===== src/rtl/store_ctrl_if.sv =====
// ---------------------------------------------------------------------------
// store_ctrl_if
// Bundles the signals between the store-path controller, the execute stage,
// the trap logic and the data-memory write port.
//
// Signals
//   st_valid/st_ready     : store handshake from execute
//   st_type/addr/data     : store type (00 sw, 01 sh, 10 sb, 11 illegal),
//                           byte address, right-justified data
//   misalign/misalign_addr: rejected-store pulse and captured address
//   mem_req/mem_ack       : one-at-a-time write handshake to memory
//   mem_addr/wdata/be     : word address, lane-replicated data, byte enables
//   busy                  : store buffer non-empty
//
// Modports
//   slave  : the store controller itself
//   master : the surrounding environment (execute, memory, trap logic)
// ---------------------------------------------------------------------------
interface store_ctrl_if;

    logic        st_valid;
    logic        st_ready;
    logic [1:0]  st_type;
    logic [31:0] st_addr;
    logic [31:0] st_data;
    logic        misalign;
    logic [31:0] misalign_addr;
    logic        mem_req;
    logic [31:0] mem_addr;
    logic [31:0] mem_wdata;
    logic [3:0]  mem_be;
    logic        mem_ack;
    logic        busy;

    modport slave (
        input  st_valid, st_type, st_addr, st_data, mem_ack,
        output st_ready, misalign, misalign_addr,
               mem_req, mem_addr, mem_wdata, mem_be, busy
    );

    modport master (
        output st_valid, st_type, st_addr, st_data, mem_ack,
        input  st_ready, misalign, misalign_addr,
               mem_req, mem_addr, mem_wdata, mem_be, busy
    );

endinterface


===== src/rtl/store_ctrl.sv =====
// ---------------------------------------------------------------------------
// store_ctrl
// Store-path controller between execute and the data-memory write port.
// Each store accepted on the st_valid/st_ready handshake is alignment
// checked; legal stores are formatted (word address, replicated data, byte
// enables) and pushed into an in-order buffer of DEPTH entries, illegal or
// misaligned ones are reported to the trap logic instead. The buffer head is
// drained to memory over mem_req/mem_ack, one store at a time.
//
// Parameters
//   DEPTH : store-buffer entries, power of two, >= 2
//
// Ports
//   clk   : clock, all state changes on the rising edge
//   rst   : synchronous active-high reset
//   bus   : store_ctrl_if.slave, see the interface file for signal meanings
// ---------------------------------------------------------------------------
module store_ctrl #(
    parameter int DEPTH = 2
) (
    input  logic         clk,
    input  logic         rst,
    store_ctrl_if.slave  bus
);

    localparam int PW = (DEPTH > 1) ? $clog2(DEPTH) : 1;
    localparam int CW = PW + 1;

    typedef enum logic {
        IDLE = 1'b0,
        REQ  = 1'b1
    } state_t;

    // Buffer storage; entries are only ever observed through the head pointer
    // while in REQ, so they need no reset.
    logic [31:0]   r_fifoAddr [DEPTH];
    logic [31:0]   r_fifoData [DEPTH];
    logic [3:0]    r_fifoBe   [DEPTH];

    logic [PW-1:0] r_headPtr;
    logic [PW-1:0] r_tailPtr;
    logic [CW-1:0] r_count;
    logic [CW-1:0] w_countNext;

    state_t        r_state;
    state_t        w_stateNext;

    logic          r_misalign;
    logic [31:0]   r_misalignAddr;

    logic          w_ready;
    logic          w_accept;
    logic          w_illegal;
    logic          w_push;
    logic          w_reject;
    logic          w_pop;

    logic [31:0]   w_fmtAddr;
    logic [31:0]   w_fmtData;
    logic [3:0]    w_fmtBe;

    logic          w_memReq;
    logic [31:0]   w_memAddr;
    logic [31:0]   w_memWdata;
    logic [3:0]    w_memBe;

    // st_ready only looks at the registered count, so an ack popping a full
    // buffer does not make room until the following cycle.
    assign w_ready  = (r_count != CW'(DEPTH));
    assign w_accept = bus.st_valid && w_ready;
    assign w_push   = w_accept && !w_illegal;
    assign w_reject = w_accept && w_illegal;
    assign w_pop    = (r_state == REQ) && bus.mem_ack;

    assign w_countNext = r_count + CW'(w_push) - CW'(w_pop);

    // Alignment check and write formatting of the incoming store.
    always_comb begin
        w_illegal = 1'b0;
        w_fmtAddr = {bus.st_addr[31:2], 2'b00};
        w_fmtData = 32'h0;
        w_fmtBe   = 4'b0000;
        case (bus.st_type)
            2'b00: begin
                w_illegal = (bus.st_addr[1:0] != 2'b00);
                w_fmtBe   = 4'b1111;
                w_fmtData = bus.st_data;
            end
            2'b01: begin
                w_illegal = bus.st_addr[0];
                w_fmtBe   = bus.st_addr[1] ? 4'b1100 : 4'b0011;
                w_fmtData = {bus.st_data[15:0], bus.st_data[15:0]};
            end
            2'b10: begin
                w_fmtBe   = 4'b0001 << bus.st_addr[1:0];
                w_fmtData = {4{bus.st_data[7:0]}};
            end
            default: begin
                w_illegal = 1'b1;
            end
        endcase
    end

    // Entry write at the tail.
    always_ff @(posedge clk) begin
        if (!rst && w_push) begin
            r_fifoAddr[r_tailPtr] <= w_fmtAddr;
            r_fifoData[r_tailPtr] <= w_fmtData;
            r_fifoBe[r_tailPtr]   <= w_fmtBe;
        end
    end

    // Pointers wrap naturally because DEPTH is a power of two.
    always_ff @(posedge clk) begin
        if (rst) begin
            r_headPtr <= '0;
            r_tailPtr <= '0;
            r_count   <= '0;
        end else begin
            if (w_push) begin
                r_tailPtr <= r_tailPtr + PW'(1);
            end
            if (w_pop) begin
                r_headPtr <= r_headPtr + PW'(1);
            end
            r_count <= w_countNext;
        end
    end

    // Rejection report: one-cycle pulse, address held until the next one.
    always_ff @(posedge clk) begin
        if (rst) begin
            r_misalign     <= 1'b0;
            r_misalignAddr <= 32'h0;
        end else begin
            r_misalign <= w_reject;
            if (w_reject) begin
                r_misalignAddr <= bus.st_addr;
            end
        end
    end

    // Drain FSM state register.
    always_ff @(posedge clk) begin
        if (rst) begin
            r_state <= IDLE;
        end else begin
            r_state <= w_stateNext;
        end
    end

    // Next-state logic is driven by the post-edge count so a push that
    // coincides with the last pop keeps the request up without a gap.
    always_comb begin
        w_stateNext = r_state;
        case (r_state)
            IDLE: begin
                if (w_countNext != '0) begin
                    w_stateNext = REQ;
                end
            end
            REQ: begin
                if (bus.mem_ack && (w_countNext == '0)) begin
                    w_stateNext = IDLE;
                end
            end
            default: begin
                w_stateNext = IDLE;
            end
        endcase
    end

    // Memory-side outputs come from the head entry while requesting and are
    // held at zero otherwise.
    always_comb begin
        w_memReq   = 1'b0;
        w_memAddr  = 32'h0;
        w_memWdata = 32'h0;
        w_memBe    = 4'b0000;
        if (r_state == REQ) begin
            w_memReq   = 1'b1;
            w_memAddr  = r_fifoAddr[r_headPtr];
            w_memWdata = r_fifoData[r_headPtr];
            w_memBe    = r_fifoBe[r_headPtr];
        end
    end

    assign bus.st_ready      = w_ready;
    assign bus.misalign      = r_misalign;
    assign bus.misalign_addr = r_misalignAddr;
    assign bus.mem_req       = w_memReq;
    assign bus.mem_addr      = w_memAddr;
    assign bus.mem_wdata     = w_memWdata;
    assign bus.mem_be        = w_memBe;
    assign bus.busy          = (r_count != '0);

endmodule

===== src/flat_wrapper.sv =====
// flat-port wrapper written by rule: the top's interface ports become plain ports
module store_ctrl_flat 
#(
    parameter int DEPTH = 2
)
  (clk, rst, bus_st_valid, bus_st_type, bus_st_addr, bus_st_data, bus_mem_ack, bus_st_ready, bus_misalign, bus_misalign_addr, bus_mem_req, bus_mem_addr, bus_mem_wdata, bus_mem_be, bus_busy);
  store_ctrl_if bus_i ();
  input  logic clk;
  input  logic rst;
  input wire logic [$bits(bus_i.st_valid)-1:0] bus_st_valid;
  input wire logic [$bits(bus_i.st_type)-1:0] bus_st_type;
  input wire logic [$bits(bus_i.st_addr)-1:0] bus_st_addr;
  input wire logic [$bits(bus_i.st_data)-1:0] bus_st_data;
  input wire logic [$bits(bus_i.mem_ack)-1:0] bus_mem_ack;
  output wire logic [$bits(bus_i.st_ready)-1:0] bus_st_ready;
  output wire logic [$bits(bus_i.misalign)-1:0] bus_misalign;
  output wire logic [$bits(bus_i.misalign_addr)-1:0] bus_misalign_addr;
  output wire logic [$bits(bus_i.mem_req)-1:0] bus_mem_req;
  output wire logic [$bits(bus_i.mem_addr)-1:0] bus_mem_addr;
  output wire logic [$bits(bus_i.mem_wdata)-1:0] bus_mem_wdata;
  output wire logic [$bits(bus_i.mem_be)-1:0] bus_mem_be;
  output wire logic [$bits(bus_i.busy)-1:0] bus_busy;
  assign bus_i.st_valid = bus_st_valid;
  assign bus_i.st_type = bus_st_type;
  assign bus_i.st_addr = bus_st_addr;
  assign bus_i.st_data = bus_st_data;
  assign bus_i.mem_ack = bus_mem_ack;
  assign bus_st_ready = bus_i.st_ready;
  assign bus_misalign = bus_i.misalign;
  assign bus_misalign_addr = bus_i.misalign_addr;
  assign bus_mem_req = bus_i.mem_req;
  assign bus_mem_addr = bus_i.mem_addr;
  assign bus_mem_wdata = bus_i.mem_wdata;
  assign bus_mem_be = bus_i.mem_be;
  assign bus_busy = bus_i.busy;
  store_ctrl #(.DEPTH(DEPTH)) u_core (.clk(clk), .rst(rst), .bus(bus_i));
endmodule

===== config.mk =====
export PLATFORM = sky130hd
export DESIGN_NAME = store_ctrl_flat
export DESIGN_NICKNAME = d
export VERILOG_FILES = /design/src/rtl/store_ctrl_if.sv /design/src/rtl/store_ctrl.sv /design/src/flat_wrapper.sv
export SDC_FILE = /design/constraint.sdc
export NUM_CORES = 1
export LEC_CHECK = 0
export BUFFER_PORTS_ARGS = -buffer_cell sky130_fd_sc_hd__buf_2
export CAP_MARGIN = 0
export CORE_MARGIN = 10
export CORE_UTILIZATION = 53
export DETAILED_ROUTE_END_ITERATION = 12
export PLACE_DENSITY = 0.87
export SKIP_CTS_REPAIR_TIMING = 1
export SLEW_MARGIN = 20
export SYNTH_ARGS = -nofsm -noshare
export SYNTH_HDL_FRONTEND = slang
export SYNTH_SLANG_ARGS = --single-unit

===== constraint.sdc =====
create_clock -name clk -period 11.3 [get_ports clk]
set_clock_uncertainty 0.1 [all_clocks]
set_input_delay 0.565 -clock clk [delete_from_list [all_inputs] [get_ports clk]]
set_output_delay 0.565 -clock clk [all_outputs]
set_load 0.01 [all_outputs]

# Word level (Yosys, flattened, before mapping)
# Memory sizes are Yosys's and may differ from the RTL's. A register that Yosys moved wholly into a read port is not among the register bits.
# Cells that the tools add are included.
op_classes:
  addsub: 4
  eq_ne: 3
  n_shift: 1
  muxes: 19
  n_bitwise: 1
  n_reduce_logical: 13
ops:
  columns: ["cell", "count"]
  rows:
  - ["$pmux 32 s3", 1]
  - ["$mux 32", 2]
  - ["$pmux 4 s3", 1]
  - ["$mux 1", 11]
  - ["$mux 4", 2]
  - ["$logic_and 1x1->1", 6]
  - ["$reduce_bool 2->1", 3]
  - ["$logic_not 2->1", 2]
  - ["$shl 1x2->4 const A", 1]
  - ["$pmux 1 s3", 1]
  - ["$add 1x1->1 const B", 2]
  - ["$add 2x1->2", 1]
  - ["$eq 2x1->1 const B", 1]
  - ["$eq 2x2->1 const B", 1]
  - ["$logic_not 1->1", 2]
  - ["$ne 2x2->1 const B", 1]
  - ["$pmux 1 s2", 1]
  - ["$sub 2x1->2", 1]
  - ["$not 1->1", 1]
word_totals:
  reg_bits: 38
  mem_bits_rw: 132
  in_bits: 70
  output_inout_bits: 104
  word_cells: 50
  memories: 3
memory_table:
  columns: ["name", "depth", "width", "read_ports", "rd_clocked_by_memory_dff", "wr", "line_no", "source"]
  rows:
  - ["u_core.r_fifoData", 2, 32, 1, 1, 1, "store_ctrl.sv:37", "logic [31:0] r_fifoData [DEPTH];"]
  - ["u_core.r_fifoAddr", 2, 30, 1, 1, 1, "store_ctrl.sv:36", "logic [31:0] r_fifoAddr [DEPTH];"]
  - ["u_core.r_fifoBe", 2, 4, 1, 1, 1, "store_ctrl.sv:38", "logic [3:0] r_fifoBe [DEPTH];"]

# Longest topological paths before layout
depth:
  word_depth: 10
  ltp_mapped: 6
  depth_no_buf: 6

# Worst setup path after synthesis
# OpenSTA, ideal clock, no wires.
synth_timing:
  path_type: "input to register"
  startpoint: "in bus_st_type[0]"
  endpoint: "mem u_core.r_fifoAddr[1][0] in the netlist's numbering (enable)"
  setup_ns: 0.676
  arrival_ns: 7.853
  t_required_ns: 10.524
  setup_slack_ns: 2.671
  cell_stages: 4
  path_buffers: 1
  cell_sequence: "buf_2 nand2b_2 o21a_4 nor4b_1"
synth_via:
  elab_chain_len: 7
  elab_cells_between_ends: 9
  cone_classes: "2 x eq/ne; 3 x mux; 4 x reduce/logical"
synth_rtl:
  columns: ["item", "line_no", "source"]
  rows:
  - ["start: declaration", "flat_wrapper.sv:11", "input wire logic [$bits(bus_i.st_type)-1:0] bus_st_type;"]
  - ["$eq 2x2->1, or another cell as far along", "store_ctrl.sv:83", "case (bus.st_type)"]
  - ["$pmux 1 s3 (*)", "store_ctrl.sv:83", null]
  - ["$logic_not 1->1 (*)", "store_ctrl.sv:71", "assign w_push = w_accept && !w_illegal;"]
  - ["$logic_and 1x1->1 (*)", "store_ctrl.sv:71", null]
  - ["$logic_and 1x1->1 (*)", "store_ctrl.sv:106", "if (!rst && w_push) begin"]
  - ["$mux 1 (*)", "store_ctrl.sv:106", null]
  - ["$mux 1 (implied by the code) (*)", "store_ctrl.sv:107", "r_fifoAddr[r_tailPtr] <= w_fmtAddr;"]
  - ["end: declaration", "store_ctrl.sv:36", null]
# Every way passes the cells marked *; elsewhere a longest branch is shown, timed or not.

==> results.md <==
Outcome:
- The run finished with clean final reports.

Timing:
- The routed design could run at a clock period as short as slightly below 3 ns.
- The summed negative setup slack over all endpoints is 0 ns.
- The slack of the critical path is 8.36 ns.
- The final-report hold violation count is 0.
- The ratio of final minimum period to clock period is 0.260.
- Timing would allow up to approximately 340 MHz.
- The actual transition at the worst max-transition pin is roughly 0.96 ns.
- Setup repair after global routing left no endpoint under its margin.
- The smallest hold slack is around 0.25 ns.
- The worst pin sits at a relative slew slack of 0.363.
- Setup violations remaining at the end of the flow were counted as 0.
- The number of pins exceeding their max-slew limit in the final report is 0.

Global route:
- The total global-route track usage is 0.180.
- Entering global routing, the biggest net connects 70 pins.
- The total overflow left after global routing is 0.
- The initial antenna violation count came to 1.
- The via count of the first global-routing pass came to just under 5,000.
- The first global-routing pass estimated approximately 26 mm of wire.

Pwr:
- Cell internal power was estimated by the tool at around 1.2 mW.
- VDD sags by at most around 150 uV.
- Of the total power, combinational logic draws 0.182.
- The switching share of power is 0.268.
- For this design the ratio of total power to cell area is ~190 nW/um2.
- The sequential power share is 0.461.
- The standby leakage power is roughly 3.4 nW.
- Of the total power, the clock network draws 0.357.
- In this run the power spent charging and discharging nets is roughly 430 uW.
- Power comes to between 1.5 and 2 mW.

Floorplan:
- The placeable core region is approximately 13,000 um2.
- The die is ~140 um wide.
- The I/O pin count is ~170.
- For this configuration, the core starts out at a cell density of 0.540.
- The floorplan step defined a die boundary enclosing ~18,000 um2.
- The floorplan has 42 rows.
- From bottom edge to top edge, the die measures about 140 um.

Hold path:
- In this run the most critical hold path is launched from bus_st_addr[14].
- The min-delay analysis places its worst path in the category in -> reg.

Critical path:
- The startpoint of the worst-slack reg-to-reg timing path is u_core.r_count[0].
- Walking the worst path, the cells encountered are buf_4, mux2i_1, nor2b_1, buf_2.
- The worst endpoint required time is between 10 and 15 ns.
- The data arrival time of the critical path is between 2 and 2.5 ns.
- The type of destination of the critical path is an output pin.
- The slowest stage of the critical path is the sky130_fd_sc_hd__buf_4 cell.
- Along the worst path, the maximum fanout reaches 42.
- The worst setup path is of the reg -> out kind.
- STA classifies the critical path startpoint as a flop.
- On the worst path, the slowest cell contributes a delay of 0.65 ns.

CTS:
- The number of levels in the clock H-tree is 4.
- The number of clock sinks is 171.
- The number of clock buffers added by TritonCTS is 17.
- Clock tree synthesis selected as its root buffer the cell sky130_fd_sc_hd__clkbuf_16.
- The TritonCTS clock tree is built.
- The clock reaches the later pin of the worst-skew pair after roughly 0.42 ns.
- The maximum count of clock buffers along a single path is 2.
- After clock tree synthesis, the clock-pin slew on the worst setup and hold paths is around 0.060 ns.

Yosys:
- The flip-flop and latch count after synthesis is between 150 and 200.
- By area the synthesized netlist is led by sky130_fd_sc_hd__edfxtp_1 56%, sky130_fd_sc_hd__mux2i_1 12%, sky130_fd_sc_hd__dfxtp_1 11%, sky130_fd_sc_hd__nor2b_1 5.9%, sky130_fd_sc_hd__nand2_1 4.0%.
- Of the post-synthesis cell area, the dominant cell type holds 0.557.
- Each instance of the synthesized netlist takes up on average around 13 um2.
- The fraction of registers with async set/reset is 0.
- The netlist area before placement is 7120 um2.
- The synthesized instance count is roughly 550.
- The number of warnings reported in the yosys synthesis log is 0.
- In this run, synthesis inferred between 100 and 150 flip-flops with an integrated enable.
- In the synthesized netlist the dominant register cell turns out to be sky130_fd_sc_hd__edfxtp_1.
- The cell accounting for the most synthesized area is sky130_fd_sc_hd__edfxtp_1.
- The sequential fraction of the synthesis area is 0.666.
- The distinct cell type count after synthesis is 37.

Flow run:
- The max-cap violation count is 0.

Route:
- The detail-routed net length per standard cell is around 19 um.
- The first TritonRoute pass finished after 5 iterations.
- The total wire length is about 17 mm.
- For this run, design rule violations remaining after detail routing come to 0.
- The post-detailed-route via-to-cell ratio is between 5 and 6.
- The DRC violation total after the first TritonRoute iteration is between 200 and 300.
- In this run the remaining antenna-violating nets after routing total 0.
- Summing over every cut layer, the via total after detailed routing is 4,770.

Layout:
- After the last flow step, the layout net total stands at between 700 and 800.
- In the final layout, the share of cells above drive strength 1 is 0.303.
- The library cell used most frequently in the layout, excluding fill and tap cells, is sky130_fd_sc_hd__buf_2.
- After filler insertion, the fill cell instance count of the layout stands at ~1,000.
- The top cell types in the final layout, fill and taps aside, are 171 x sky130_fd_sc_hd__buf_2, 132 x sky130_fd_sc_hd__edfxtp_1, 82 x sky130_fd_sc_hd__mux2i_1, 75 x sky130_fd_sc_hd__nand2_1, 67 x sky130_fd_sc_hd__nor2b_1.
- Relative to the synthesized area, the layout overhead comes to 21.9%.

Placement:
- Detailed placement finished with a half-perimeter wire length of about 12 mm.
- The worst slack at placement is about 8.5 ns.
- The number of port buffers is approximately 170.
- The final weighted congestion in routability-driven placement is about 0.95.
## worst paths after layout
path	end	slack, ns	cells after the start
min reg2reg	u_core.bus.misalign_addr[7]	0.36	2
max reg2reg	u_core.r_fifoData[1][3]	9.15	4
min	u_core.r_fifoAddr[0][12]	0.25	1
max	bus_mem_wdata[31]	8.36	4
## power groups by stage
stage | clock, mW | combinational, mW | sequential [mW]
after global placement | 0 | 0.289 | 0.757
after detailed placement | 0 | 0.298 | 0.760
final | 0.579 | 0.295 | 0.746
after global routing | 0.615 | 0.322 | 0.752
after floorplan | 0 | 0.203 | 0.739
after CTS | 0.591 | 0.300 | 0.747
## metrics by stage
| stage | cell area [um2] | instances | util |
|---|---|---|---|
| after global routing | 8680 | 896 | 0.658 |
| after CTS | 8680 | 896 | 0.658 |
| after global placement | 8070 | 864 | 0.612 |
| after floorplan | 7120 | 547 | - |
| after detailed placement | 8070 | 864 | 0.612 |
| final | 8680 | 897 | 0.658 |
## layout make-up
type | instances | area (um2) | area share
flip-flops and latches | 171 | 4750 | 0.547
diodes | 1 | 2.50 | 0.000288
repair buffers | 176 | 893 | 0.103
well taps | 176 | 220 | 0.0254
inverters | 12 | 45.0 | 0.00519
multi-input cells | 329 | 2170 | 0.249
clock inverters | 11 | 97.6 | 0.0112
clock buffers | 21 | 504 | 0.0581
## synth_stat cells, drive strengths merged (2+ instances only)
library cell / n
a21oi: 35
nor2: 3
buf: 19
edfxtp: 132
o21ai: 28
mux2i: 82
nor2b: 68
nand2b: 3
and2: 10
clkbuf: 16
nand2: 75
nor4: 2
xnor2: 2
o22ai: 2
nor3: 3
dfxtp: 39
or2: 2
inv: 12
## worst max-delay path, delay by kind of cell (launching register included)
kind / cells / cell delay, ns
and+or+nand+nor: 1 / 0.07
buffers and inverters: 2 / 0.79
DFF: 1 / 0.62
muxes: 1 / 0.33
## layer usage
| metal | up-vias | GRT usage | routed length, um |
|---|---|---|---|
| met5 | - | 0 | 0 |
| met1 | 2281 | 0.197 | 6540 |
| met2 | 218 | 0.299 | 8080 |
| met3 | 21 | 0.0897 | 1980 |
| li1 | 2250 | - | - |
| met4 | 0 | 0.0580 | 243 |
## state kept, by name (all words and copies together), names as in the netlist, named ones only
name,flops
u_core.r_fifoData,64
u_core.r_fifoAddr,60
u_core.bus.misalign_addr,32
u_core.r_fifoBe,8
u_core.r_count,2
u_core.bus.misalign,1
u_core.r_headPtr,1
u_core.r_state,1
u_core.r_tailPtr,1
## cell families after synthesis
kind of cell    Yosys count  synth area share
compound gates           72            0.0582
xor+xnor                  3           0.00369
fa+ha+maj                 1           0.00176
buf+inv                  47            0.0316
flops                   171             0.666
mux                      82             0.115
other cells               1          0.000527
simple gates            169             0.122
(Power assumes the default switching activity.)
